<file path="src/rtl/gayle_xfer_ctrl.sv">
// -----------------------------------------------------------------------------
// gayle_xfer_ctrl
//
// Sector-transfer sequencer for the Gayle IDE data path. Moves PIO data one
// 256-word sector at a time between the CPU data-register port and the host
// side through the shared 16-bit sector FIFO. It owns the FIFO strobes and
// produces the ATA BSY/DRQ/IRQ status bits plus a sticky protocol-error flag.
//
// Ports
//   clk, clk7_en, reset_n    bus clock, clock enable, sync active-low reset
//   cmd_start, cmd_write     start pulse and direction (1 = CPU -> drive)
//   sector_count[7:0]        sectors to move, 0 means 256
//   abort                    terminate any transfer, back to IDLE
//   irq_ack                  status read, clears irq
//   cpu_data_rd/wr           CPU data-register accesses
//   host_fifo_rd/wr          host-side FIFO accesses
//   fifo_full/empty/last     FIFO status (full = one sector present,
//                            last = output pointer on the sector's last word)
//   fifo_rd, fifo_wr         FIFO strobes, combinational, unqualified by
//                            clk7_en (the FIFO applies the enable itself)
//   fifo_clr                 one-enable-cycle FIFO reset pulse
//   host_req_fill/drain      host must supply / consume a sector
//   bsy, drq, irq, err       ATA status bits and sticky violation flag
//   sectors_left[8:0]        remaining sectors, 0..256
//
// Strobe semantics: a data access is accepted in the cycle its request is
// high and the current state routes it to the FIFO; there is no back-pressure,
// every other access is dropped in that same cycle.
// -----------------------------------------------------------------------------
module gayle_xfer_ctrl (
    input  logic       clk,
    input  logic       clk7_en,
    input  logic       reset_n,
    input  logic       cmd_start,
    input  logic       cmd_write,
    input  logic [7:0] sector_count,
    input  logic       abort,
    input  logic       irq_ack,
    input  logic       cpu_data_rd,
    input  logic       cpu_data_wr,
    input  logic       host_fifo_rd,
    input  logic       host_fifo_wr,
    input  logic       fifo_full,
    input  logic       fifo_empty,
    input  logic       fifo_last,
    output logic       fifo_rd,
    output logic       fifo_wr,
    output logic       fifo_clr,
    output logic       host_req_fill,
    output logic       host_req_drain,
    output logic       bsy,
    output logic       drq,
    output logic       irq,
    output logic       err,
    output logic [8:0] sectors_left
);

    typedef enum logic [2:0] {
        IDLE    = 3'd0,
        H_FILL  = 3'd1,
        C_DRAIN = 3'd2,
        C_FILL  = 3'd3,
        H_DRAIN = 3'd4
    } state_t;

    state_t     state;
    logic [7:0] word_cnt;

    logic       start_ok;
    logic       irq_set;
    logic       cpu_drop;
    logic [8:0] sl_dec;

    // Status flags are a direct decode of the state register, so they move
    // exactly one enable cycle after the event that changed the state, and
    // bsy/drq can never be high together.
    assign host_req_fill  = (state == H_FILL);
    assign host_req_drain = (state == H_DRAIN);
    assign bsy            = host_req_fill | host_req_drain;
    assign drq            = (state == C_DRAIN) | (state == C_FILL);

    // FIFO strobe mux; anything not routed here is dropped.
    assign fifo_rd = ((state == C_DRAIN) & cpu_data_rd) |
                     ((state == H_DRAIN) & host_fifo_rd);
    assign fifo_wr = ((state == C_FILL)  & cpu_data_wr) |
                     ((state == H_FILL)  & host_fifo_wr);

    assign start_ok = cmd_start & (state == IDLE);
    assign irq_set  = ((state == H_FILL)  & fifo_full) |
                      ((state == H_DRAIN) & fifo_empty);
    // Only CPU accesses while DRQ is low count as violations.
    assign cpu_drop = (cpu_data_rd | cpu_data_wr) & ~drq;
    assign sl_dec   = sectors_left - 9'd1;

    always_ff @(posedge clk) begin
        if (clk7_en) begin
            if (!reset_n) begin
                state        <= IDLE;
                word_cnt     <= 8'd0;
                sectors_left <= 9'd0;
                fifo_clr     <= 1'b0;
                irq          <= 1'b0;
                err          <= 1'b0;
            end else if (abort) begin
                // Abort wins over everything but reset; irq and err are kept
                // so software can still see why the transfer ended.
                state        <= IDLE;
                word_cnt     <= 8'd0;
                sectors_left <= 9'd0;
                fifo_clr     <= 1'b1;
            end else begin
                fifo_clr <= start_ok;

                // A set in the same cycle as an acknowledge wins.
                if (irq_set) begin
                    irq <= 1'b1;
                end else if (irq_ack || start_ok) begin
                    irq <= 1'b0;
                end

                if (cpu_drop) begin
                    err <= 1'b1;
                end else if (start_ok) begin
                    err <= 1'b0;
                end

                case (state)
                    IDLE: begin
                        if (cmd_start) begin
                            sectors_left <= (sector_count == 8'd0) ? 9'd256
                                                                    : {1'b0, sector_count};
                            word_cnt     <= 8'd0;
                            state        <= cmd_write ? C_FILL : H_FILL;
                        end
                    end
                    H_FILL: begin
                        if (fifo_full) begin
                            state <= C_DRAIN;
                        end
                    end
                    C_DRAIN: begin
                        if (cpu_data_rd && fifo_last) begin
                            sectors_left <= sl_dec;
                            state        <= (sl_dec == 9'd0) ? IDLE : H_FILL;
                        end
                    end
                    C_FILL: begin
                        // The FIFO full flag is too late to end a CPU fill
                        // cleanly, so the sector boundary is counted here.
                        if (cpu_data_wr) begin
                            if (word_cnt == 8'd255) begin
                                word_cnt <= 8'd0;
                                state    <= H_DRAIN;
                            end else begin
                                word_cnt <= word_cnt + 8'd1;
                            end
                        end
                    end
                    H_DRAIN: begin
                        // Exit strictly on the (lagging) empty flag.
                        if (fifo_empty) begin
                            sectors_left <= sl_dec;
                            state        <= (sl_dec == 9'd0) ? IDLE : C_FILL;
                        end
                    end
                    default: begin
                        state <= IDLE;
                    end
                endcase
            end
        end
    end

endmodule

</file>
<file path="config.mk">
export PLATFORM = sky130hd
export DESIGN_NAME = gayle_xfer_ctrl
export DESIGN_NICKNAME = d
export VERILOG_FILES = /design/src/rtl/gayle_xfer_ctrl.sv
export SDC_FILE = /design/constraint.sdc
export NUM_CORES = 1
export LEC_CHECK = 0
export BUFFER_PORTS_ARGS = -buffer_cell sky130_fd_sc_hd__buf_4
export CAP_MARGIN = 20
export CORE_ASPECT_RATIO = 0.6
export CORE_MARGIN = 1
export CORE_UTILIZATION = 34
export DETAILED_ROUTE_END_ITERATION = 16
export PLACE_DENSITY = 0.51
export RECOVER_POWER = 50
export SKIP_LAST_GASP = 1
export SLEW_MARGIN = 20
export SYNTH_ARGS = -nofsm -noshare
export SYNTH_HDL_FRONTEND = slang
export SYNTH_SLANG_ARGS = --single-unit
</file>
<file path="constraint.sdc">
create_clock -name clk -period 5.78 [get_ports clk]
set_input_delay 0.578 -clock clk [delete_from_list [all_inputs] [get_ports clk]]
set_output_delay 0.578 -clock clk [all_outputs]
set_load 0.01 [all_outputs]
</file>
==> summary by stage <==
STA
The headroom to the max-slew limit is 47.2%. Setup violations remaining at the end of the flow were counted as 0. For the pin with the worst max-slew slack, the measured transition is approximately 0.8 ns. The final hold violation count is 0. The accumulated negative setup slack is 0 ns. The routed design could run at a clock period as short as roughly 2.5 ns. The largest clock skew in the final design is 0.00227 ns.

Setup repair after global routing left no endpoint under its margin. The maximum frequency from static timing analysis is 407 MHz. The max-slew violation count is 0. The final critical path takes up approximately 42% of the cycle.

Yosys
Yosys mapped the design onto 44 distinct sky130hd cell types. The net count after synthesis is 175. Of the synthesized area, sequential elements account for roughly 45%. Counting every instance in the synthesized netlist gives 150. The average instance in the mapped netlist occupies about 10 µm². The Yosys step of the flow raised 0 warnings. The post-synthesis sequential element count is 23. For this run, the leading register cell type out of synthesis is edfxtp_1. The count of flip-flops with a built-in enable after synthesis is 23. The synthesized netlist occupies a cell area of 1530 µm². Counting flops with an async set or reset pin after synthesis yields a share of 0%.

GRT
The number of global-route vias before repair is 1099. In the global route stage, overall resource usage came out at between 10% and 20%. Entering global routing, the biggest net connects 17 pins. The overflow left after global routing is 0. The first global-routing pass estimated approximately 5400 µm of wire. The initial antenna violation count came to 0.

Finish
The filler cell count in the final layout is 432. The repair_antennas step left the layout with diodes totalling 0. The library cells used most frequently in the layout, excluding fill and tap cells, are nor2_1 (28), buf_4 (26), edfxtp_1 (23). Once layout is done, the placed cells without fillers occupy 1840 µm². The final cell count without fillers is 248. The most common cell after layout, fill and taps aside is nor2_1. After the last flow step, the layout net total stands at around 210. The fraction of final layout cells with drive strength greater than 1 is 20.2%. The area added between synthesis and finish is 20.5%.

Floorplan
From left edge to right edge, the die measures slightly below 90 µm. The die area is 4780 µm². After floorplanning, the core was sized to cover between 4000 and 5000 µm². The initial utilization of the core area, before any placement, comes to 36.3%.

For this design the top-level I/O count stands at 40. The initialized floorplan defines 18 standard-cell rows. The height of the die is roughly 54 µm.

Placement
The total half-perimeter wirelength after legalization and detailed placement is 2620 µm. Buffers placed on the I/O ports in this run total 39. Summing all placed instances gives a cell area of 1840 µm². At the end of routability-driven placement, the weighted congestion stood at 0.743. The cell count after placement is 243.

Worst hold path
The type of the worst min-delay path is reg -> reg.

Flow run
Max-cap violations in this run came to 0.

Route
In the final routed layout, each cell accounts on average for 14.0 µm. The detailed router finished its first iteration with 55 violations. The routed layout has 1244 vias. The post-route DRC violation count is 0.

In this run the remaining antenna-violating nets after routing total 0. For this run, the detailed router's first-pass iteration total came to 4. In the routed layout, each cell is associated on average with a via count of 5.02.

Summed over all layers, the routed wires come to around 3500 µm.

Setup path
For the worst setup path, the data required time is approximately 5.8 ns. For the worst setup path, the data arrival time is 2.44 ns. Along the worst path, the maximum fanout reaches 5. STA classifies the critical path startpoint as a flop. The type of destination of the critical path is a flop.

The setup path with the least slack is of type reg -> reg.

CTS
The post-CTS repair timing setup buffer count is 0. The post-cts hold buffer count is 0. The largest buffer count on any clock path is 2. CTS built an H-tree with a depth of 1. TritonCTS built the clock tree.

At the later pin of the worst-skew pair, clock insertion delay measures 0.26 ns. The count of instances resized after the clock tree is built is 0. The number of buffers inserted during clock tree synthesis is 3. The number of clock sinks is 23. After clock tree synthesis, the clock-pin slew on the worst setup and hold paths is ~0.080 ns. The tree is rooted in a clkbuf_8.

Power
Summed over all cells, the static leakage comes to about 0.69 nW. Across the VDD grid, the largest voltage drop is 113 µV. In this run the power density over the cells is 211 nW/µm².

Status
The flow ran to the end, and the final reports show no timing, DRC or antenna violations.
==> flip-flops by register name, summed over array words and instances, names as in the netlist <==
name,flops
sectors_left,9
word_cnt,8
state,3
irq,1
fifo_clr,1
err,1
==> cells in the mapped netlist, types with 2 or more instances <==
cell | n | area, µm²
xnor2_1 | 7 | 61.3
nor2b_1 | 4 | 25.0
a211oi_1 | 6 | 45.0
and3_1 | 2 | 12.5
nand2_1 | 7 | 26.3
nand4_1 | 2 | 12.5
nor2_1 | 28 | 105
clkbuf_8 | 2 | 27.5
inv_1 | 6 | 22.5
nand3_1 | 4 | 20.0
or2b_2 | 2 | 17.5
mux2i_1 | 4 | 40.0
o31ai_1 | 2 | 15.0
xor2_1 | 4 | 35.0
nor4_1 | 4 | 25.0
xnor2_2 | 2 | 32.5
o21ai_0 | 3 | 15.0
a21boi_0 | 2 | 15.0
nor3b_1 | 2 | 15.0
a21oi_1 | 9 | 45.0
ha_1 | 3 | 37.5
edfxtp_1 | 23 | 691
==> power breakdown <==
| part | total, W | switching [W] | internal (W) |
|---|---|---|---|
| clock | 0.0000994 | 0.0000514 | 0.0000481 |
| sequential | 0.000211 | 0.0000152 | 0.000196 |
| combinational | 0.0000778 | 0.0000408 | 0.0000369 |
| total | 0.000388 | 0.000107 | 0.000281 |
==> critical path, cell delays in order (launching register included) <==
cell	delay (ns)
edfxtp_1	0.47
inv_1	0.11
ha_1	0.17
or3b_4	0.40
or3_4	0.34
xnor2_2	0.16
a2111oi_1	0.45
a2111oi_2	0.08
==> layer usage <==
layer  routed length [µm]  GRT usage (%)  share of wire [%]  vias up
met1                 1900           22.2                 55      593
met3                  135           3.68                3.9        2
met2                 1440           22.6                 41       22
li1                     -              -                  -      627
met4                   11           2.42               0.32        0
met5                    0              0                  0        -
==> stage by stage <==
| step | util, % | setup slack, ns | hold slack, ns | power [W] |
|---|---|---|---|---|
| 6_report | 43.8 | 3.32 | 0.628 | 0.000388 |
| 5_1_grt | 43.8 | 3.22 | 0.632 | 0.000411 |
| 4_1_cts | 44.9 | 3.31 | 0.543 | 0.000397 |
| 3_5_place_dp | 43.8 | 3.34 | 0.619 | 0.000296 |
| 3_3_place_gp | 43.8 | 3.40 | 0.607 | 0.000296 |
| 2_1_floorplan | - | 3.40 | 0.575 | 0.000262 |
==> kinds of logic (layout without fill, tap and decap cells) <==
kind of cell / count (synthesis) / after routing / share of synthesized area, %
xor gates and xnor gates: 13 / 13 / 8.42
DFF: 23 / 23 / 45.1
AOI/OAI and AO/OA: 32 / 32 / 14.7
and+or+nand+nor: 63 / 63 / 21.6
adders and majority gates: 3 / 3 / 2.45
buffers and inverters: 12 / 50 / 5.07
muxes: 4 / 4 / 2.62
==> layout make-up <==
cell class	count	area, µm²	area share, %
Timing Repair Buffer	40	248	13.4
Clock inverter	1	5.00	0.271
Multi-Input combinational cell	115	762	41.3
Clock buffer	3	41.3	2.24
Inverter	6	22.5	1.22
Sequential cell	23	691	37.4
Tap cell	60	75.1	4.07
==> path summary, 6_finish.rpt <==
| kind | startpoint | end | slack [ns] | depth (start not counted) |
|---|---|---|---|---|
| setup / recovery | sectors_left[0] | state[0] | 3.32 | 7 |
| hold / removal | word_cnt[0] | word_cnt[0] | 0.63 | 1 |
| setup reg to reg | sectors_left[0] | state[0] | 3.32 | 7 |
| hold reg to reg | word_cnt[0] | word_cnt[0] | 0.63 | 1 |
Note: power is estimated with default switching activity, not from simulation.
